$ cat src/rtl/counter_ctrl_pkg.sv
// Shared types and constants for the counter sweep controller.
// State encoding, command mode encodings and default datapath widths.
package counter_ctrl_pkg;

  typedef enum logic [2:0] {
    ST_IDLE  = 3'd0,
    ST_LOAD  = 3'd1,
    ST_RUN   = 3'd2,
    ST_DWELL = 3'd3,
    ST_DONE  = 3'd4
  } state_t;

  localparam logic [1:0] MODE_UP      = 2'd0;
  localparam logic [1:0] MODE_DOWN    = 2'd1;
  localparam logic [1:0] MODE_PP      = 2'd2;
  localparam logic [1:0] MODE_ILLEGAL = 2'd3;

  localparam int DEF_WIDTH   = 8;
  localparam int DEF_DWELL_W = 4;

endpackage

$ cat src/rtl/ctrl_dwell_timer.sv
// Loadable down-counter; expired_o is high once the count reaches zero.
// Load wins over decrement; the count saturates at zero.
module ctrl_dwell_timer #(
  parameter int W = 4
) (
  input  logic         clk,
  input  logic         rst,
  input  logic         load_i,
  input  logic [W-1:0] load_val_i,
  input  logic         en_i,
  output logic         expired_o
);

  logic [W-1:0] cnt_q;

  always_ff @(posedge clk) begin
    if (rst) begin
      cnt_q <= '0;
    end else if (load_i) begin
      cnt_q <= load_val_i;
    end else if (en_i && (cnt_q != '0)) begin
      cnt_q <= cnt_q - W'(1);
    end
  end

  assign expired_o = (cnt_q == '0);

endmodule

$ cat src/rtl/counter_sweep_ctrl.sv
// Sweeps an external up/down/hold/load counter between start and limit, dwelling at each end.
// One command at a time (cmd_ready only in IDLE); abort and cnt_value act combinationally on hold.
module counter_sweep_ctrl
  import counter_ctrl_pkg::*;
#(
  parameter int WIDTH   = DEF_WIDTH,
  parameter int DWELL_W = DEF_DWELL_W
) (
  input  logic               clk,
  input  logic               rst,
  input  logic               cmd_valid,
  output logic               cmd_ready,
  input  logic [1:0]         cmd_mode,
  input  logic [WIDTH-1:0]   cmd_start,
  input  logic [WIDTH-1:0]   cmd_limit,
  input  logic [DWELL_W-1:0] cmd_dwell,
  input  logic [DWELL_W-1:0] cmd_reps,
  input  logic               abort,
  input  logic [WIDTH-1:0]   cnt_value,
  output logic               cnt_load,
  output logic [WIDTH-1:0]   cnt_load_val,
  output logic               cnt_up_down,
  output logic               cnt_hold,
  output logic               busy,
  output logic               done,
  output logic               err
);

  localparam logic [DWELL_W-1:0] LEG_ONE = DWELL_W'(1);

  state_t               state_q;
  logic [1:0]           mode_q;
  logic [WIDTH-1:0]     start_q;
  logic [WIDTH-1:0]     limit_q;
  logic [WIDTH-1:0]     tgt_q;
  logic [DWELL_W-1:0]   dwell_q;
  logic [DWELL_W-1:0]   legs_q;
  logic                 leg_dir_q;
  logic                 last_dir_q;
  logic                 err_q;
  logic                 at_tgt;
  logic                 cmd_bad;
  logic                 kill;
  logic                 dwell_exp;

  assign at_tgt  = (cnt_value == tgt_q);
  assign kill    = abort && (state_q != ST_IDLE);
  assign cmd_bad = (cmd_mode == MODE_ILLEGAL) ||
                   ((cmd_mode == MODE_UP)   && (cmd_limit < cmd_start)) ||
                   ((cmd_mode == MODE_DOWN) && (cmd_limit > cmd_start));

  ctrl_dwell_timer #(.W(DWELL_W)) u_dwell (
    .clk        (clk),
    .rst        (rst),
    .load_i     ((state_q == ST_RUN) && at_tgt && !abort),
    .load_val_i (dwell_q),
    .en_i       (state_q == ST_DWELL),
    .expired_o  (dwell_exp)
  );

  always_ff @(posedge clk) begin
    if (rst) begin
      state_q    <= ST_IDLE;
      mode_q     <= MODE_UP;
      start_q    <= '0;
      limit_q    <= '0;
      tgt_q      <= '0;
      dwell_q    <= '0;
      legs_q     <= '0;
      leg_dir_q  <= 1'b1;
      last_dir_q <= 1'b1;
      err_q      <= 1'b0;
    end else begin
      err_q <= 1'b0;
      if (state_q == ST_RUN) last_dir_q <= leg_dir_q;
      if (kill) begin
        state_q <= ST_IDLE;
      end else begin
        case (state_q)
          ST_IDLE: begin
            if (cmd_valid) begin
              if (cmd_bad) begin
                err_q <= 1'b1;
              end else begin
                state_q   <= ST_LOAD;
                mode_q    <= cmd_mode;
                start_q   <= cmd_start;
                limit_q   <= cmd_limit;
                tgt_q     <= cmd_limit;
                dwell_q   <= cmd_dwell;
                legs_q    <= (cmd_reps == '0) ? LEG_ONE : cmd_reps;
                leg_dir_q <= (cmd_mode == MODE_UP) ||
                             ((cmd_mode == MODE_PP) && (cmd_limit >= cmd_start));
              end
            end
          end
          ST_LOAD: state_q <= ST_RUN;
          ST_RUN:  if (at_tgt) state_q <= ST_DWELL;
          ST_DWELL: begin
            if (dwell_exp) begin
              if (legs_q > LEG_ONE) begin
                legs_q <= legs_q - LEG_ONE;
                // Ping-pong turns around in place; the other modes reload from start.
                if (mode_q == MODE_PP) begin
                  state_q   <= ST_RUN;
                  tgt_q     <= (tgt_q == limit_q) ? start_q : limit_q;
                  leg_dir_q <= ~leg_dir_q;
                end else begin
                  state_q <= ST_LOAD;
                end
              end else begin
                state_q <= ST_DONE;
              end
            end
          end
          ST_DONE: state_q <= ST_IDLE;
          default: state_q <= ST_IDLE;
        endcase
      end
    end
  end

  assign cmd_ready    = (state_q == ST_IDLE);
  assign busy         = (state_q != ST_IDLE);
  assign done         = (state_q == ST_DONE) && !abort;
  assign err          = err_q;
  assign cnt_load     = (state_q == ST_LOAD) && !abort;
  assign cnt_load_val = start_q;
  assign cnt_hold     = (state_q == ST_RUN) ? (at_tgt || abort) : 1'b1;
  assign cnt_up_down  = (state_q == ST_RUN) ? leg_dir_q : last_dir_q;

endmodule
$ cat config.mk
export PLATFORM = sky130hd
export DESIGN_NAME = counter_sweep_ctrl
export DESIGN_NICKNAME = d
export VERILOG_FILES = /design/src/rtl/counter_ctrl_pkg.sv /design/src/rtl/ctrl_dwell_timer.sv /design/src/rtl/counter_sweep_ctrl.sv
export SDC_FILE = /design/constraint.sdc
export NUM_CORES = 1
export LEC_CHECK = 0
export ABC_AREA = 1
export CAP_MARGIN = 0
export CORE_AREA = 2 2 70 78
export DETAILED_ROUTE_END_ITERATION = 12
export DIE_AREA = 0 0 72 80
export PLACE_DENSITY = 0.83
export SYNTH_ARGS = -nofsm -noshare
export SYNTH_HDL_FRONTEND = slang
export SYNTH_HIERARCHICAL = 1
export SYNTH_SLANG_ARGS = --single-unit
$ cat constraint.sdc
create_clock -name clk -period 4.6 [get_ports clk]
set_clock_uncertainty 0.15 [all_clocks]
set_input_delay 0.69 -clock clk [delete_from_list [all_inputs] [get_ports clk]]
set_output_delay 0.69 -clock clk [all_outputs]
set_load 0.005 [all_outputs]
# [Word level (Yosys, flattened, before mapping)]
# Index checks and enable logic that the tools add are counted.
# Widths: inputs -> output; s select.
[classes] reduce_logical=28 n_mul=0 n_eq_ne=16 muxes=31 n_div=0 magnitude_cmp=4 addsub=2 shifts=0 bitwise_logic=5
[ops] cell="$mux 8" count=6
[ops] cell="$mux 4" count=7
[ops] cell="$eq 8x8->1" count=2
[ops] cell="$pmux 8 s2" count=1
[ops] cell="$mux 3" count=5
[ops] cell="$ne 2x2->1 const B" count=6
[ops] cell="$pmux 3 s4" count=1
[ops] cell="$logic_and 1x1->1" count=9
[ops] cell="$ge 8x8->1" count=1
[ops] cell="$gt 8x8->1" count=1
[ops] cell="$logic_not 4->1" count=2
[ops] cell="$lt 8x8->1" count=1
[ops] cell="$mux 1" count=8
[ops] cell="$pmux 4 s2" count=1
[ops] cell="$reduce_and 4->1" count=2
[ops] cell="$sub 4x1->4 const B" count=2
[ops] cell="$reduce_and 7->1" count=1
[ops] cell="$eq 2x2->1 const B" count=3
[ops] cell="$eq 3x2->1 const B" count=2
[ops] cell="$reduce_and 6->1" count=1
[ops] cell="$not 1->1" count=5
[ops] cell="$gt 4x1->1 const B" count=1
[ops] cell="$logic_or 1x1->1" count=4
[ops] cell="$reduce_bool 2->1" count=2
[ops] cell="12 further kinds" count=12
[totals] word_cells=97 memories=0 latch_bits=0 out_inout_bits=15 ramBits=0 reg_bits=44 inputBits=38 romBits=0

# [Logic depth before layout (Yosys ltp)]
# Gate-level depths: netlist of run 1.
[logic_depth] depth_word=7 ltp_mapped=18 mapped_depth_nobuf=18

# [Hierarchy]
# The synthesis of run 1 kept the hierarchy.
[by_module_without_submodules] module="counter_sweep_ctrl" cells_each=373 area_each_um2=2411.1 instances=1
[by_module_without_submodules] module="ctrl_dwell_timer" cells_each=41 area_each_um2=274.0 instances=1

# [Worst setup path before layout of run 1]
# OpenSTA, ideal clock, no wires.
[synth_timing] path_type="input to register" start="input cmd_start[7]" end="register start_q[7] (netlist: cnt_load_val[7])" path_buffers=1 cell_stages=12 required_ns=4.322 path_slack_ns=2.217 arrival_ns=2.104 path_cell_list="inv_1 > ha_1 > a21o_1 > nor2_1 > nand2_1 > nand2_1 > nand2_1 > nand2_1 > nand3_1 > clkbuf_1 > o21ai_0 > a21oi_1"
[synth_between] elab_chain_len=6
[synth_lines] item="from (decl)" line="counter_sweep_ctrl.sv:14" text="input logic [WIDTH-1:0] cmd_start,"
[synth_lines] item="$lt 8x8->1" line="counter_sweep_ctrl.sv:49" text="((cmd_mode == MODE_UP) && (cmd_limit < cmd_start)) ||"
[synth_lines] item="$logic_and 1x1->1" line="counter_sweep_ctrl.sv:49"
[synth_lines] item="$logic_or 1x1->1" line="counter_sweep_ctrl.sv:48" text="assign cmd_bad = (cmd_mode == MODE_ILLEGAL) ||"
[synth_lines] item="$logic_or 1x1->1" line="counter_sweep_ctrl.sv:49"
[synth_lines] item="$not 1->1 (no source line)"
[synth_lines] item="$reduce_and 4->1 (no source line)"
[synth_lines] item="to (signal assigned)" line="counter_sweep_ctrl.sv:87" text="start_q <= cmd_start;"
[synth_lines] item="to (decl)" line="counter_sweep_ctrl.sv:33" text="logic [WIDTH-1:0] start_q;"
# Several ways; a longest one is shown, not always the timed one.
# A chain may end at the register's enable or synchronous reset.

# [Final worst setup path of run 1]
[layout_timing] start="input cnt_value[4]" end="output cnt_hold"
[layout_between] elab_chain_len=3
[layout_lines] item="from (decl)" line="counter_sweep_ctrl.sv:19" text="input logic [WIDTH-1:0] cnt_value,"
[layout_lines] item="$eq 8x8->1" line="counter_sweep_ctrl.sv:46" text="assign at_tgt = (cnt_value == tgt_q);"
[layout_lines] item="$logic_or 1x1->1" line="counter_sweep_ctrl.sv:129" text="assign cnt_hold = (state_q == ST_RUN) ? (at_tgt || abort) : 1'b1;"
[layout_lines] item="$mux 1" line="counter_sweep_ctrl.sv:129"
[layout_lines] item="to (decl)" line="counter_sweep_ctrl.sv:23" text="output logic cnt_hold,"
# No other way between the ends.

==> impl_metrics.tcl, run 1 <==
set metrics [dict create \
    reg2reg_depth 10 \
    final_antenna_net_count 0 \
    holdCritPathClass "flip-flop to flip-flop" \
    postCtsSetupRepairBufs 0 \
    start_kind "input port" \
    clockBufferDepth 2 \
    seqCellArea_um2 881 \
    final_nets 513 \
    fillerInstances 468 \
    hold_end "dwell_q[2]$_SDFFE_PP0P_" \
    htree_levels 2 \
    coreArea_um2 4970 \
    setup.worst_path.class "input port to output port" \
    worstMarginPinSlew_ns 1.01 \
    gp_congestion 0.854 \
    grt_pass1_wl_mm 11.5 \
    syn-num-nets 463 \
    relSlewSlack_pct 32.4 \
    dr.pass1.iters 5 \
    powerDensity_nw_per_um2 483 \
    routed_wl_mm 6.42 \
    drv_cap 0 \
    grt_pass1_vias 2656 \
    rsz0062_at_grt "false" \
    path_max_fanout 3 \
    crit_chain "clkdlybuf4s50_1 > xnor2_1 > nand4_1 > or2_2 > nand3_1 > clkdlybuf4s50_1" \
    cp-end-kind "output port" \
    ir_worst_vdd_v 0.000282 \
    crit_top_cell "clkdlybuf4s50_1" \
    holdCritStartpoint "dwell_q[2]$_SDFFE_PP0P_" \
    clock-sinks 44 \
    multi_input_area_um2 1480 \
    die_w_um 72 \
    post-route-worst-setup-slack_ns 1.43 \
    setup_viol 0 \
    clkSlewWorstSetupHoldPaths_ns 0.07 \
    critPathMaxStageDelay_ns 0.50 \
    avgSynthCellArea_um2 6.49 \
    cts_tree "built" \
    cpLargestDelayFamily "buffers and inverters" \
    num_rows 27 \
    io_buffers 52 \
    viasPerCell 5.20 \
    clock.fmax_ghz 0.315 \
    hold_viol 0 \
    cpMaxStageDelayCell "clkdlybuf4s50_1" \
    cts_resized 0 \
    ioPinCount 53 \
    yosysUniqueCellTypes 38 \
    fin_setup_tns_ns 0 \
    wire_per_inst_um 12.3 \
    vias 2715 \
    area.growth.synth_to_final_pct 23.5 \
    r2r-end "tgt_q[2]$_SDFFE_PP0P_" \
    ctsHoldBuffers 0 \
    drt_iter0_drc 174 \
    n_antenna_cell 0 \
    yosysSeqAreaShare_pct 32.8 \
    clkLatencyLatePin_ns 0.30 \
    dpl.hpwl_mm 4.80 \
    numCtsBuffers 5 \
    grt_max_degree 45 \
    grt_antenna_before_repair 0 \
    critPathRequiredTime_ns 3.76 \
    reg2reg_from "state_q[0]$_SDFFE_PP0P_" \
    design.die.area_um2 5760 \
    power_leakage_nw 1.51 \
    fp.dieH_um 80 \
    syn_inst 414 \
    gr-usage-all-layers_pct 25.2 \
    gr-total-overflow 0 \
    fin_crit_sh_pct 68.9 \
    post-route-drc-count 0 \
    final_max_slew_viol_count 0 \
    drive_above_1_share_pct 5.82 \
    yosysWarningCount 6 \
    worstHoldPathCells 2 \
    status "finished clean" \
    worst-path-buf-inv 2 \
    critPathArrivalTime_ns 2.33 \
    ys_ff_latch 44 \
    post-place-ws_ns 1.42 \
    syn-cell-area_um2 2690 \
    root_buffer "clkbuf_8" \
    fin_crit_ns 3.17 \
    reg2reg_slack_ns 2.07 \
    start_util_pct 54.1 \
]
==> where the power goes <==
part	total (mW)	internal [mW]	switching (mW)
Clock	0.232	0.103	0.129
Sequential	0.567	0.483	0.0840
Combinational	0.801	0.331	0.470
Total	1.60	0.918	0.683
==> layout make-up <==
class	count	share of cell area, %
clock buffers	6	2.19
clock inverters	1	0.151
inverters	75	8.53
multi-input cells	285	44.5
flip-flops and latches	44	26.6
well taps	58	2.19
repair buffers	53	15.9
==> flip-flops by register name, summed over array words and instances, names as in the netlist <==
name and cells:
mode_q 2, state_q 3, cnt_load_val 8, limit_q 8
err 1, last_dir_q 1, dwell_q 4, legs_q 4
leg_dir_q 1, u_dwell/cnt_q 4, tgt_q 8
==> how the worst max path moves through the flow <==
stage,from,end,slack (ns),depth (start not counted)
after detailed placement,cnt_value[1],cnt_hold,1.42,6
after floorplan,cmd_start[7],cnt_load_val[7]$_SDFFE_PP0P_,2.22,12
final,cnt_value[4],cnt_hold,1.43,6
after global placement,cnt_value[1],cnt_hold,1.43,6
after CTS,cnt_value[1],cnt_hold,1.42,6
after global routing,cnt_value[1],cnt_hold,1.37,6
==> tightest hold or removal path, cell delays in order, from the launching register on <==
cell     delay (ns)
dfxtp_1        0.31
inv_1          0.05
a21oi_1        0.05
==> cells in the mapped netlist, drive strengths merged <==
master	number	area, um2
nand2	97	384
inv	73	274
nor2	51	206
dfxtp	44	881
a21oi	42	214
o21ai	28	140
nand3	15	80.1
ha	11	138
nand4	9	71.3
clkbuf	8	30.0
xnor2	8	70.1
nor3	6	41.3
or2	4	27.5
buf	2	16.3
clkinv	2	8.75
nor4	2	12.5
o211ai	2	15.0
o22ai	2	12.5
xor2	2	17.5
a21boi	1	7.51
a21o	1	7.51
a22oi	1	7.51
nor3b	1	7.51
o21a	1	7.51
o31ai	1	7.51
==> layout by cell type (no fill, tap or decap), drive strengths merged, types with 2 or more instances in the layout <==
cell,count
nand2,97
inv,73
clkdlybuf4s50,52
nor2,51
dfxtp,44
a21oi,42
o21ai,28
nand3,15
ha,11
nand4,9
xnor2,8
nor3,6
clkbuf,6
or2,4
clkinv,3
nor4,2
o211ai,2
xor2,2
o22ai,2
==> kinds of logic after synthesis <==
| logic type | after synthesis | share of synthesized area [%] |
|---|---|---|
| and+or+nand+nor | 185 | 30.9 |
| buffers and inverters | 85 | 12.3 |
| AOI/OAI and AO/OA | 79 | 15.6 |
| DFF | 44 | 32.8 |
| adders and majority gates | 11 | 5.13 |
| xor gates and xnor gates | 10 | 3.26 |
==> layer usage <==
layer | global-route usage, % | share of wire (%)
met1 | 30.0 | 43
met2 | 44.9 | 49
met3 | 4.29 | 6.0
met4 | 9.06 | 1.9
met5 | 0 | 0
==> stage by stage <==
stage	util (%)	cells	total power, mW	cell area (um2)	hold slack [ns]
after floorplan	-	414	1.15	2690	0.269
after global placement	65.2	515	1.35	3240	0.285
after detailed placement	65.2	515	1.37	3240	0.290
after CTS	66.8	522	1.61	3320	0.302
after global routing	66.8	522	1.76	3320	0.333
final	66.8	522	1.60	3320	0.298
Note: power is estimated with default switching activity, not from simulation.
==> inputs of run 2 (changes only) <==
--- a/config.mk
+++ b/config.mk
@@ -7,10 +7,10 @@
 export LEC_CHECK = 0
 export ABC_AREA = 1
 export CAP_MARGIN = 0
-export CORE_AREA = 2 2 70 78
+export CORE_AREA = 2 2 76 85
 export DETAILED_ROUTE_END_ITERATION = 12
-export DIE_AREA = 0 0 72 80
-export PLACE_DENSITY = 0.83
+export DIE_AREA = 0 0 78 87
+export PLACE_DENSITY = 0.74
 export SYNTH_ARGS = -nofsm -noshare
 export SYNTH_HDL_FRONTEND = slang
 export SYNTH_HIERARCHICAL = 1
==> constraint.sdc (replaced) <==
create_clock -name clk -period 2.8 [get_ports clk]
set_clock_uncertainty 0.15 [all_clocks]
set_input_delay 0.42 -clock clk [delete_from_list [all_inputs] [get_ports clk]]
set_output_delay 0.42 -clock clk [all_outputs]
set_load 0.005 [all_outputs]
==> run 2 against run 1 <==
Global-route usage down 4.5 points. Via count fell by 0.85%. Cell count rose by 5.0%. Die area increased by 18%. Register-to-register slack worse by 1.3 ns. Count of clock-buffer cells in the layout did not move.
==> impl_metrics.tcl, run 2 (synthesized netlist as in run 1, its figures left out) <==
set metrics [dict create \
    dr.pass1.iters 5 \
    post-route-drc-count 0 \
    viasPerCell 4.91 \
    critPathRequiredTime_ns 2.23 \
    cts_resized 0 \
    htree_levels 2 \
    root_buffer "clkbuf_8" \
    final_nets 516 \
    n_antenna_cell 0 \
    numCtsBuffers 5 \
    ir_worst_vdd_v 0.000359 \
    r2r-end "u_dwell/cnt_q[3]$_SDFFE_PP0P_" \
    vias 2692 \
    rsz0062_at_grt "false" \
    start_util_pct 44.7 \
    cpLargestDelayFamily "buffers and inverters" \
    grt_max_degree 45 \
    clkLatencyLatePin_ns 0.30 \
    grt_antenna_before_repair 0 \
    fin_crit_ns 2.66 \
    holdCritPathClass "flip-flop to flip-flop" \
    worst-path-buf-inv 2 \
    reg2reg_slack_ns 0.75 \
    critPathArrivalTime_ns 2.09 \
    dpl.hpwl_mm 4.98 \
    final_max_slew_viol_count 0 \
    ctsHoldBuffers 0 \
    coreArea_um2 6010 \
    design.die.area_um2 6790 \
    relSlewSlack_pct 77.0 \
    grt_pass1_vias 2572 \
    clkSlewWorstSetupHoldPaths_ns 0.08 \
    clockBufferDepth 2 \
    crit_start "cnt_value[0]" \
    fillerInstances 616 \
    gp_congestion 0.886 \
    num_rows 30 \
    clock.fmax_ghz 0.376 \
    holdCritStartpoint "dwell_q[2]$_SDFFE_PP0P_" \
    reg2reg_from "tgt_q[1]$_SDFFE_PP0P_" \
    ioPinCount 53 \
    cts_tree "built" \
    setup.worst_path.class "input port to output port" \
    reg2reg_depth 9 \
    drt_iter0_drc 94 \
    powerDensity_nw_per_um2 808 \
    worstMarginPinSlew_ns 0.342 \
    io_buffers 52 \
    wire_per_inst_um 12.0 \
    crit_top_cell "clkdlybuf4s50_1" \
    drive_above_1_share_pct 6.62 \
    fin_crit_sh_pct 95.1 \
    postCtsSetupRepairBufs 0 \
    crit_chain "clkdlybuf4s50_1 > xnor2_1 > nand4_1 > or2_2 > nand3_1 > clkdlybuf4s50_1" \
    fp.dieH_um 87 \
    start_kind "input port" \
    mostFrequentLayoutCell "nand2_1" \
    status "finished clean" \
    setup_viol 0 \
    die_w_um 78 \
    gr-total-overflow 0 \
    hold_viol 0 \
    postPlaceCellArea_um2 3300 \
    cp-end-kind "output port" \
    final_antenna_net_count 0 \
    final_cell_mix "nand2_1, inv_1, clkdlybuf4s50_1, nor2_1, dfxtp_1" \
    critPathMaxStageDelay_ns 0.50 \
    grt_pass1_wl_mm 11.2 \
    clock-sinks 44 \
    routed_wl_mm 6.59 \
    final_area_um2 3410 \
    area.growth.synth_to_final_pct 27.0 \
    worstSetupEndpoint "cnt_hold" \
    drv_cap 0 \
    fin_setup_tns_ns 0 \
    worstHoldPathCells 2 \
    fin_util_pct 56.8 \
    whs_ns 0.301 \
    path_max_fanout 3 \
    cpMaxStageDelayCell "clkdlybuf4s50_1" \
    cp_num_cells 6 \
    gr-usage-all-layers_pct 20.7 \
    power_leakage_nw 1.55 \
    p_total_mw 2.76 \
]
run 2: cell count changes in the layout (fill, tap and decap cells not counted), sizes merged:
cell    change
buf         +3
bufinv      +1
run 2: worst min path at each step:
stage	end	slack (ns)
floorplan	dwell_q[3]$_SDFFE_PP0P_	0.27
global placement	mode_q[0]$_SDFFE_PP0P_	0.29
detailed placement	dwell_q[2]$_SDFFE_PP0P_	0.29
CTS	dwell_q[2]$_SDFFE_PP0P_	0.30
global route	mode_q[0]$_SDFFE_PP0P_	0.33
finish	dwell_q[2]$_SDFFE_PP0P_	0.30
run 2: cell type report:
type                    instances  area, um2  area share (%)
clock buffers                   6       72.6            2.13
clock inverters                 2       35.0            1.03
inverters                      75        283            8.29
multi-input cells             285       1480            43.3
flip-flops and latches         44        881            25.8
well taps                      80        100            2.94
repair buffers                 56        563            16.5
run 2: report_power, final:
group          leakage (nW)  switching [mW]  internal (mW)  total [mW]
Clock                0.0552           0.215          0.265       0.480
Combinational          1.13           0.789          0.556        1.35
Sequential            0.361           0.137          0.794       0.931
Total                  1.55            1.14           1.62        2.76
run 2: layer usage:
metal  GRT usage, %  part of all wire [%]
met5              0                     0
met4           8.61                   2.7
met3           4.15                   5.9
met2           36.3                    47
met1           24.6                    44
run 2: stage by stage:
step	worst slack [ns]	cells
finish	0.138	548
global route	0.0860	548
CTS	0.138	548
detailed placement	0.00532	540
global placement	0.0936	540
floorplan	0.687	414
run 2: tightest hold or removal path: stages, from the launching register on:
cell and delay (ns):
dfxtp_1 0.32, inv_1 0.05, a21oi_1 0.05
==> inputs of run 3 (changes only) <==
--- a/config.mk
+++ b/config.mk
@@ -11,6 +11,7 @@
 export DETAILED_ROUTE_END_ITERATION = 12
 export DIE_AREA = 0 0 78 87
 export PLACE_DENSITY = 0.74
+export REMOVE_ABC_BUFFERS = 1
 export SYNTH_ARGS = -nofsm -noshare
 export SYNTH_HDL_FRONTEND = slang
 export SYNTH_HIERARCHICAL = 1
==> run 3 against run 2 <==
Sequential share of layout area about the same. Largest power group unchanged. Combinational power about the same. Critical path type unchanged. Sequential cell count unchanged. Power down 1.8%. First-iteration DRC count down 22%.
==> impl_metrics.tcl, run 3 (synthesized netlist as in run 1, its figures left out) <==
set metrics [dict create \
    numCtsBuffers 5 \
    vias 2687 \
    relSlewSlack_pct 75.9 \
    cp-end-kind "output port" \
    grt_max_degree 25 \
    fin_crit_sh_pct 94.3 \
    dpl.hpwl_mm 4.84 \
    reg2reg_depth 10 \
    ioPinCount 53 \
    reg2reg_slack_ns 0.70 \
    rsz0062_at_grt "false" \
    fin_crit_ns 2.64 \
    wire_per_inst_um 11.3 \
    status "finished clean" \
    dr.pass1.iters 4 \
    clock-sinks 44 \
    critPathArrivalTime_ns 2.07 \
    coreArea_um2 6010 \
    clkLatencyLatePin_ns 0.30 \
    clock.fmax_ghz 0.379 \
    mostFrequentLayoutCell "nand2_1" \
    p_total_mw 2.71 \
    path_max_fanout 3 \
    drt_iter0_drc 73 \
    root_buffer "clkbuf_8" \
    design.die.area_um2 6790 \
    cts_resized 0 \
    gr-total-overflow 0 \
    final_max_slew_viol_count 0 \
    postCtsSetupRepairBufs 0 \
    whs_ns 0.295 \
    fp.dieH_um 87 \
    instances_no_fill 551 \
    area.growth.synth_to_final_pct 26.8 \
    worstMarginPinSlew_ns 0.358 \
    die_w_um 78 \
    start_kind "input port" \
    final_cell_mix "nand2_1, inv_1, clkdlybuf4s50_1, nor2_1, dfxtp_1" \
    worstHoldPathCells 2 \
    fin_setup_tns_ns 0 \
    grt_antenna_before_repair 0 \
    hold_viol 0 \
    post-route-worst-setup-slack_ns 0.158 \
    htree_levels 2 \
    setup.worst_path.class "input port to output port" \
    ir_worst_vdd_v 0.000446 \
    drv_cap 0 \
    cts_tree "built" \
    post-route-drc-count 0 \
    final_nets 519 \
    gr-usage-all-layers_pct 19.7 \
    io_buffers 52 \
    viasPerCell 4.88 \
    ctsHoldBuffers 0 \
    critPathRequiredTime_ns 2.23 \
    final_antenna_net_count 0 \
    grt_pass1_vias 2544 \
    grt_pass1_wl_mm 11.0 \
    clockBufferDepth 2 \
    routed_wl_mm 6.25 \
    n_antenna_cell 0 \
    clkSlewWorstSetupHoldPaths_ns 0.10 \
    drive_above_1_share_pct 7.43 \
    powerDensity_nw_per_um2 795 \
    holdCritPathClass "flip-flop to flip-flop" \
    setup_viol 0 \
    start_util_pct 44.7 \
    power_leakage_nw 1.54 \
    post-place-ws_ns -0.00261 \
    num_rows 30 \
    dpl.cell_count 543 \
    gp_congestion 0.812 \
]
-- run 3: metal layers --
| layer | part of all wire, % | wire [um] | global-route usage, % | up-vias |
|---|---|---|---|---|
| met5 | 0 | 0 | 0 | - |
| li1 | - | - | - | 1423 |
| met2 | 48 | 2990 | 35.4 | 62 |
| met4 | 1.1 | 68 | 5.90 | 0 |
| met1 | 46 | 2900 | 24.0 | 1194 |
| met3 | 4.6 | 286 | 3.63 | 8 |
-- run 3: final timing paths --
kind,start,endpoint
min reg2reg,dwell_q[0]$_SDFFE_PP0P_,dwell_q[0]$_SDFFE_PP0P_
min,dwell_q[0]$_SDFFE_PP0P_,dwell_q[0]$_SDFFE_PP0P_
max reg2reg,legs_q[0]$_SDFFE_PP0P_,tgt_q[0]$_SDFFE_PP0P_
max,cnt_value[3],cnt_hold
-- run 3: report_power, final --
| part | switching [mW] | internal [mW] |
|---|---|---|
| Combinational | 0.808 | 0.564 |
| Sequential | 0.131 | 0.794 |
| Clock | 0.234 | 0.177 |
-- run 3: final cells by class --
cell class,count,area [um2]
clock buffer,5,68.8
clock inverter,3,23.8
fill,592,2600
inverter,75,283
multi-input combinational,285,1480
sequential,44,881
tap,80,100
timing repair buffer,59,573
-- run 3: per-stage QoR --
stage                     util, %  instance area (um2)
final                        56.7                 3400
after global routing         56.7                 3400
after global placement       55.1                 3310
after detailed placement     55.1                 3310
after CTS                    56.7                 3400
after floorplan                 -                 2640
-- run 3: critical path, cell delays in order --
cell             delay (ns)
clkdlybuf4s50_1        0.47
xnor2_1                0.12
nand4_1                0.13
or2_2                  0.34
nand3_1                0.09
clkdlybuf4s50_1        0.49
